### config.mk
export PLATFORM = sky130hd
export DESIGN_NAME = rr_packet_arbiter
export DESIGN_NICKNAME = d
export VERILOG_FILES = /design/src/rtl/rr_packet_arbiter.sv
export SDC_FILE = /design/constraint.sdc
export NUM_CORES = 1
export LEC_CHECK = 0
export ABC_CLOCK_PERIOD_IN_PS = 9730
export BUFFER_PORTS_ARGS = -buffer_cell sky130_fd_sc_hd__buf_2
export CORE_ASPECT_RATIO = 1.75
export CORE_MARGIN = 8
export CORE_UTILIZATION = 46
export CTS_CLUSTER_DIAMETER = 120
export CTS_CLUSTER_SIZE = 20
export DETAILED_ROUTE_END_ITERATION = 10
export GPL_TIMING_DRIVEN = 0
export PLACE_DENSITY_LB_ADDON = 0.08
export SETUP_SLACK_MARGIN = 0.02
export SLEW_MARGIN = 20
export SYNTH_ARGS = -nofsm -noshare
export SYNTH_HDL_FRONTEND = slang
export SYNTH_SLANG_ARGS = --single-unit
### constraint.sdc
create_clock -name clk -period 9.73 [get_ports clk]
set_input_delay 0.973 -clock clk [delete_from_list [all_inputs] [get_ports clk]]
set_output_delay 0.973 -clock clk [all_outputs]
set_load 0.005 [all_outputs]
### src/rtl/rr_packet_arbiter.sv
// rtl/rr_packet_arbiter.sv - round-robin output-port arbiter holding grant for a whole wormhole packet
module rr_packet_arbiter #(
  parameter int                NPORTS      = 5,
  parameter int                LEN_W       = 12,
  parameter int                TYPE_W      = 3,
  parameter logic [TYPE_W-1:0] HEADER_CODE = 3'b001,
  parameter logic [TYPE_W-1:0] TAIL_CODE   = 3'b100
) (
  input  logic                     clk,
  input  logic                     rst,
  input  logic [NPORTS-1:0]        req,
  input  logic [NPORTS*TYPE_W-1:0] flit_type,
  input  logic [NPORTS*LEN_W-1:0]  length,
  input  logic                     fire,
  output logic [NPORTS-1:0]        grant,
  output logic                     idle,
  output logic [LEN_W-1:0]         remaining,
  output logic                     len_err
);
  localparam int IDX_W = (NPORTS > 1) ? $clog2(NPORTS) : 1;

  typedef enum logic {S_IDLE, S_LOCKED} state_t;

  state_t             state_q, state_d;
  logic [IDX_W-1:0]   last_q, last_d, win_q, win_d;
  logic [NPORTS-1:0]  grant_d, mask;
  logic [LEN_W-1:0]   rem_d, load_len;
  logic               len_err_d, do_release, load;
  logic [IDX_W-1:0]   base, load_idx;
  logic [IDX_W:0]     pick;
  logic [TYPE_W-1:0]  cur_type;

  // Headers are recognised upstream; the length field is simply sampled at grant time.
  logic unused_hdr;
  assign unused_hdr = ^HEADER_CODE;

  // Returns {found, index} of the first set bit of r searching base+1, base+2, ... modulo NPORTS.
  function automatic logic [IDX_W:0] rr_pick(input logic [NPORTS-1:0] r, input logic [IDX_W-1:0] b);
    logic [IDX_W:0] res;
    int             idx;
    res = '0;
    for (int k = NPORTS; k >= 1; k--) begin
      idx = (int'(b) + k) % NPORTS;
      if (r[idx]) res = {1'b1, IDX_W'(idx)};
    end
    return res;
  endfunction

  always_comb begin
    state_d    = state_q;
    last_d     = last_q;
    win_d      = win_q;
    grant_d    = grant;
    rem_d      = remaining;
    len_err_d  = 1'b0;
    do_release = 1'b0;
    load       = 1'b0;
    base       = last_q;
    mask       = req;
    // While locked, a release re-arbitrates with the current winner excluded and at lowest priority.
    if (state_q == S_LOCKED) begin
      base = win_q;
      mask = req & ~(NPORTS'(1) << win_q);
    end
    pick     = rr_pick(mask, base);
    load_idx = pick[IDX_W-1:0];
    cur_type = flit_type[int'(win_q)*TYPE_W +: TYPE_W];

    unique case (state_q)
      S_IDLE: load = pick[IDX_W];
      S_LOCKED: begin
        if (fire) begin
          if (cur_type == TAIL_CODE || remaining == LEN_W'(1)) begin
            do_release = 1'b1;
            len_err_d  = (remaining == LEN_W'(1)) && (cur_type != TAIL_CODE);
          end else begin
            rem_d = remaining - LEN_W'(1);
          end
        end else if (!req[win_q]) begin
          do_release = 1'b1;
        end
        if (do_release) begin
          last_d = win_q;
          if (pick[IDX_W]) begin
            load = 1'b1;
          end else if (req[win_q]) begin
            load     = 1'b1;
            load_idx = win_q;
          end else begin
            state_d = S_IDLE;
            grant_d = '0;
            rem_d   = '0;
          end
        end
      end
      default: state_d = S_IDLE;
    endcase

    load_len = length[int'(load_idx)*LEN_W +: LEN_W];
    if (load) begin
      state_d = S_LOCKED;
      win_d   = load_idx;
      grant_d = NPORTS'(1) << load_idx;
      rem_d   = (load_len == '0) ? LEN_W'(1) : load_len;
    end
  end

  always_ff @(posedge clk) begin
    if (rst) begin
      state_q   <= S_IDLE;
      last_q    <= IDX_W'(NPORTS - 1);
      win_q     <= '0;
      grant     <= '0;
      idle      <= 1'b1;
      remaining <= '0;
      len_err   <= 1'b0;
    end else begin
      state_q   <= state_d;
      last_q    <= last_d;
      win_q     <= win_d;
      grant     <= grant_d;
      idle      <= (state_d == S_IDLE);
      remaining <= rem_d;
      len_err   <= len_err_d;
    end
  end
endmodule

==> results of run 1 <==
-- worst min path at each step --
stage | start | endpoint | slack [ns] | cells after the start
3_5_place_dp | grant[3] | grant[3] | 0.48 | 2
2_1_floorplan | grant[4] | grant[4] | 0.45 | 2
4_1_cts | grant[4] | grant[4] | 0.48 | 2
6_report | grant[4] | grant[4] | 0.49 | 2
5_1_grt | grant[4] | grant[4] | 0.49 | 2
3_3_place_gp | grant[4] | grant[4] | 0.46 | 2
-- metrics by stage --
step	hold WS [ns]	setup WS, ns	std cells	utilization	area (um^2)
finish	0.4852	1.420	745	0.5541	4773
global placement	0.4562	1.707	741	0.5419	4668
global route	0.4913	0.9547	745	0.5541	4773
CTS	0.4823	1.617	745	0.5541	4773
floorplan	0.4527	3.211	525	-	4026
detailed placement	0.4818	1.645	741	0.5419	4668
-- synth_stat cells (6+ instances only) --
library cell | instances | area share
nor2_1 | 55 | 0.051
nand2_1 | 40 | 0.037
mux2i_1 | 39 | 0.097
a21oi_1 | 31 | 0.039
o21ai_0 | 29 | 0.036
dfxtp_1 | 26 | 0.13
ha_1 | 25 | 0.078
inv_1 | 17 | 0.016
nor3_1 | 17 | 0.021
clkbuf_1 | 16 | 0.015
nand2b_1 | 14 | 0.022
a31oi_1 | 10 | 0.016
nand3_1 | 9 | 0.011
a211oi_1 | 8 | 0.015
nor2b_1 | 8 | 0.012
buf_6 | 7 | 0.020
o31ai_1 | 7 | 0.013
or3_1 | 7 | 0.011
nor3b_1 | 6 | 0.011
nor4_1 | 6 | 0.0093
o211ai_1 | 6 | 0.011
o21a_1 | 6 | 0.011
xnor2_1 | 6 | 0.013
-- flip-flops by register name, indices dropped and copies added (netlist names) --
name	cells
remaining	12
last_q	3
idle	1
state_q	1
win_q	3
grant	5
len_err	1
-- cells by family after synthesis --
| logic type | Yosys count | synth area share |
|---|---|---|
| buf+inv | 51 | 0.06184 |
| flops | 26 | 0.1293 |
| simple gates | 197 | 0.2604 |
| mux | 57 | 0.1669 |
| fa+ha+maj | 25 | 0.07769 |
| xor+xnor | 9 | 0.02144 |
| compound gates | 160 | 0.2825 |
-- worst max-delay path, delay by kind of cell (launching register included) --
| kind | cells | cell delay (ns) |
|---|---|---|
| buf+inv | 8 | 2.29 |
| simple gates | 9 | 2.22 |
| flops | 1 | 0.32 |
| mux | 5 | 1.32 |
| compound gates | 4 | 1.13 |
| fa+ha+maj | 3 | 0.93 |
-- cells in the final DEF, fill, tap and decap left out, types with 9 or more instances in the layout --
master    count
ha_1         25
inv_1        17
dfxtp_1      26
nor3_1       17
clkbuf_1     16
a21oi_1      31
a31oi_1      10
buf_2       103
nand2_1      40
nand2b_1     14
o21ai_0      29
nand3_1       9
nor2_1       55
mux2i_1      39
-- area by class of cell --
class                           count  area [um^2]
Sequential cell                    26        520.5
Clock inverter                      1        30.03
Tap cell                          117        146.4
Buffer                             30        170.2
Fill cell                         877         3841
Clock buffer                        3        75.07
Timing Repair Buffer               99        495.5
Multi-Input combinational cell    448         3257
Inverter                           21        78.83
-- metal layers --
metal | global-route usage | share of wire | vias up
li1 | - | - | 2198
met1 | 0.2150 | 0.35 | 2110
met2 | 0.4713 | 0.55 | 154
met3 | 0.02417 | 0.029 | 48
met4 | 0.1890 | 0.068 | 0
met5 | 0 | 0 | -
==> metrics.md, run 1 <==
| Metric | Value |
|---|---|
| Syn_nets | `roughly 630` |
| Drt first-iter violations | `about 250` |
| RSZ-0062 raised after global routing | `no` |
| Setup crit end kind | `flip-flop` |
| Register area share after synthesis | `0.1293` |
| Relative slew margins | `0.3679` |
| Fmax | `0.1203 GHz` |
| DIE WIDTH | `86.72 um` |
| Residual DRC | `0` |
| Critical Path Start Type | `flip-flop` |
| Gr usage total | `0.2429` |
| Largest net degree at the start of global routing | `16` |
| Period utilization | `0.8540` |
| Core Region | `8615 um^2` |
| N_diodes | `0` |
| Clock Skew | `0.008310 ns` |
| Post-CTS Resized | `0` |
| Ys Warns | `0` |
| Die H | `roughly 140 um` |
| Clk sink count | `26` |
| Reg-to-Reg End | `remaining[0]` |
| Cts bufs inserted | `3` |
| Clk Latency, worst-skew pair | `between 0.2 and 0.3 ns` |
| Worst-path maximum fanout | `14` |
| Post-Route Setup TNS | `0 ns` |
| CTS tree | `built` |
| Top FF cell, synth | `dfxtp_1` |
| Nets | `between 700 and 800` |
| Post-Syn Area | `between 4000 and 5000 um^2` |
| Clk slew on worst S/H paths | `~0.070 ns` |
| Critical-path top delay cell | `buf_1` |
| Final GP Congestion | `~0.96` |
| Starting Density | `0.4674` |
| Max incr delay on CP | `roughly 0.65 ns` |
| Endpoints failing setup | `0` |
| Via-to-Cell Ratio | `~6.1` |
| Std-Cell Rows | `45` |
| I/O Buffers | `a little under 100` |
| Ys async rst share | `0` |
| Worst-Margin Slew | `0.9482 ns` |
| Via count | `~4500` |
| Final WL | `between 10000 and 15000 um` |
| Flops & latches, synth | `26` |
| Post-Syn Area per Cell | `roughly 7.7 um^2` |
| Hold-fix buffers at CTS | `0` |
| CP endpoint | `remaining[0]` |
| Number of flops mapped to enable cells by yosys | `0` |
| Fin crit period | `about 8.3 ns` |
| Post-DRT Antenna Nets | `0` |
| Worst Path Required | `9.92 ns` |
| Die ar. | `around 12000 um^2` |
| Initial antenna violation count | `0` |
| Root Driver | `clkbuf_16` |
| Final hold violations | `0` |
| Post-synth cell types | `86` |
| Origin of the worst setup path | `state_q` |
| Ports | `102` |
| Dpl hpwl | `around 12000 um` |
| DR pass1 iterations | `6` |
| FF-to-FF path depth | `29` |
| Worst EP arrival | `8.50 ns` |
| Clock buffer depth | `2` |
| Mapped Cells | `525` |
| Layout Area Growth over Synthesis | `18.55%` |
| Number of global-route vias before repair | `roughly 4800` |
| Gr ovfl total | `0` |
| RR Startpoint | `state_q` |
| Postcts setup bufs | `0` |
| Pins Over Slew Limit | `0` |
| Layout cells sized above 1 | `0.2468` |
| Slack of the worst reg-to-reg path | `~1.4 ns` |
| First-pass GRT wire length | `about 23000 um` |
| Setup Crit Path Kind | `reg -> reg` |
| H-tree lvl count | `1` |
| Mean routed wirelength per cell | `~20 um` |
| Hold Path Class | `reg -> reg` |
| Max Cap Viol | `0` |
| Outcome | `completed` |
Power of run 1 is not shown: default switching activity piles up to over one toggle a cycle in this logic, so the estimate is an artifact.
==> run 2: changes to the inputs <==
--- a/config.mk
+++ b/config.mk
@@ -8,7 +8,6 @@
 export ABC_CLOCK_PERIOD_IN_PS = 9730
 export BUFFER_PORTS_ARGS = -buffer_cell sky130_fd_sc_hd__buf_2
 export CORE_ASPECT_RATIO = 1.75
-export CORE_MARGIN = 8
 export CORE_UTILIZATION = 46
 export CTS_CLUSTER_DIAMETER = 120
 export CTS_CLUSTER_SIZE = 20
==> metrics.md, run 2 (same netlist as run 1, synthesis figures left out) <==
| Metric | Value |
|---|---|
| Pins Over Slew Limit | `0 (unchanged)` |
| Die H | `125.8 um (-10%)` |
| Reg-to-Reg End | `remaining[0]` |
| Worst EP arrival | `8.40 ns (-0.10 ns)` |
| Drt first-iter violations | `227 (-8.8%)` |
| Post-CTS Resized | `0 (unchanged)` |
| Wl on met1 | `4698 um (-10%)` |
| Outcome | `completed` |
| Max incr delay on CP | `0.63 ns (-0.02 ns)` |
| Max Cap Viol | `0 (unchanged)` |
| I/O Buffers | `99 (unchanged)` |
| Max layer used | `met4` |
| Mean routed wirelength per cell | `18.77 um (-6.3%)` |
| Largest net degree at the start of global routing | `16 (unchanged)` |
| Layout Area Growth over Synthesis | `18.49% (about the same)` |
| Clk sink count | `26 (unchanged)` |
| Met3 routed WL | `442 um (+2.1%)` |
| Gr usage total | `0.3060 (+0.06309)` |
| Hold Path Class | `reg -> reg` |
| First-pass GRT wire length | `21720 um (-6.9%)` |
| Period utilization | `0.8431 (-0.01091)` |
| Nets | `737 (unchanged)` |
| Final hold violations | `0 (unchanged)` |
| Worst Path Required | `9.92 ns (about the same)` |
| Ports | `102 (unchanged)` |
| Commonest non-fill, non-tap cells in the layout | `103 x buf_2, 55 x nor2_1, 40 x nand2_1, 39 x mux2i_1, 31 x a21oi_1` |
| Endpoints failing setup | `0 (unchanged)` |
| Die ar. | `9146 um^2 (-25%)` |
| Initial antenna violation count | `0 (unchanged)` |
| Area taken by multi-input logic gates | `3257 um^2 (unchanged)` |
| Design Area, Final | `4771 um^2 (about the same)` |
| Clk Latency, worst-skew pair | `0.27 ns (about the same)` |
| Via count | `4529 (+0.42%)` |
| Top reg by flops | `remaining` |
| Number of global-route vias before repair | `4500 (-5.9%)` |
| Clock buffer depth | `2 (unchanged)` |
| Clk slew on worst S/H paths | `0.07 ns (about the same)` |
| RR Startpoint | `state_q` |
| CTS tree | `built` |
| Largest register FFs | `12 (unchanged)` |
| FF-to-FF path depth | `29 (unchanged)` |
| Biggest regs | `remaining x12, grant x5` |
| Clock Skew | `0.01083 ns (+0.002524 ns)` |
| Fmax | `0.1219 GHz (+1.3%)` |
| Cts bufs inserted | `3 (unchanged)` |
| Origin of the worst setup path | `state_q` |
| Worst hold path depth | `2 (unchanged)` |
| N_diodes | `0 (unchanged)` |
| Residual DRC | `0 (unchanged)` |
| CP endpoint | `remaining[0]` |
| WHS | `0.4603 ns (-0.02493 ns)` |
| Reg area | `520.5 um^2 (unchanged)` |
| # fillers | `816 (-7.0%)` |
| Std-Cell Rows | `44 (-2.2%)` |
| Setup crit end kind | `flip-flop` |
| Setup Crit Path Kind | `reg -> reg` |
| Root Driver | `clkbuf_16` |
| Final WL | `13940 um (-6.5%)` |
| Relative slew margins | `0.3794 (+0.01154)` |
| Core Region | `8368 um^2 (-2.9%)` |
| Via-to-Cell Ratio | `6.096 (+0.69%)` |
| Post-DP Area | `4666 um^2 (about the same)` |
| Critical-path top delay cell | `buf_1` |
| RSZ-0062 raised after global routing | `no` |
| Crit path max-delay family | `buffers and inverters` |
| Critical Path Start Type | `flip-flop` |
| DIE WIDTH | `72.72 um (-16%)` |
| Postcts setup bufs | `0 (unchanged)` |
| Starting Density | `0.4812 (+0.01377)` |
| Dpl hpwl | `11550 um (-7.1%)` |
| H-tree lvl count | `1 (unchanged)` |
| Fin crit period | `8.203 ns (-0.1062 ns)` |
| Crit path depth | `29 (unchanged)` |
| CP bufs+invs | `8 (unchanged)` |
| Slack of the worst reg-to-reg path | `1.53 ns (+0.11 ns)` |
| Post-Route Setup TNS | `0 ns (unchanged)` |
| Worst-Margin Slew | `0.9309 ns (-0.01731 ns)` |
| Final GP Congestion | `0.9810 (+2.4%)` |
| Worst-path maximum fanout | `14 (unchanged)` |
| Gr ovfl total | `0 (unchanged)` |
| DR pass1 iterations | `5 (-1)` |
| Met2 wire len | `7714 um (-6.2%)` |
| Hold-fix buffers at CTS | `0 (unchanged)` |
| Post-DRT Antenna Nets | `0 (unchanged)` |
| Layout cells sized above 1 | `0.2468 (unchanged)` |
| Most frequent standard cell in the layout excluding fill and tap cells | `buf_2` |
run 2: cell counts in the layout (fill, tap and decap cells not counted):
Identical to the previous run, type by type.
run 2: per-stage QoR:
stage                       util  cells  worst slack (ns)
final                     0.5701    743             1.527
after global routing      0.5701    743             1.077
after CTS                 0.5701    743             1.578
after detailed placement  0.5576    739             1.605
after global placement    0.5576    739             1.628
after floorplan                -    525             3.211
run 2: worst min-delay path by stage:
| stage | startpoint | end | slack (ns) |
|---|---|---|---|
| floorplan | grant[4] | grant[4] | 0.45 |
| global placement | grant[4] | grant[4] | 0.46 |
| detailed placement | grant[4] | grant[4] | 0.45 |
| CTS | grant[4] | grant[4] | 0.46 |
| global route | grant[4] | grant[4] | 0.49 |
| finish | grant[4] | grant[4] | 0.46 |
run 2: layout make-up:
cell class | instances | area share
multi-input cells | 448 | 0.6827
clock buffers | 3 | 0.01574
clock inverters | 1 | 0.006294
repair buffers | 99 | 0.1039
plain buffers | 30 | 0.03567
well taps | 115 | 0.03016
inverters | 21 | 0.01652
flip-flops and latches | 26 | 0.1091
run 2: per-layer routing:
metal / track usage / vias to the layer above
met4: 0.2307 / 0
met5: 0 / -
met3: 0.02000 / 62
li1: - / 2192
met2: 0.6152 / 179
met1: 0.2631 / 2096
run 2: worst register-to-register path: cells and delay by family, from the launching register on:
family	cells	cell delay, ns
compound gates	4	1.15
fa+ha+maj	3	0.97
buf+inv	8	2.31
flops	1	0.32
mux	5	1.30
simple gates	9	2.13
Power of run 2 is left out for the same reason.
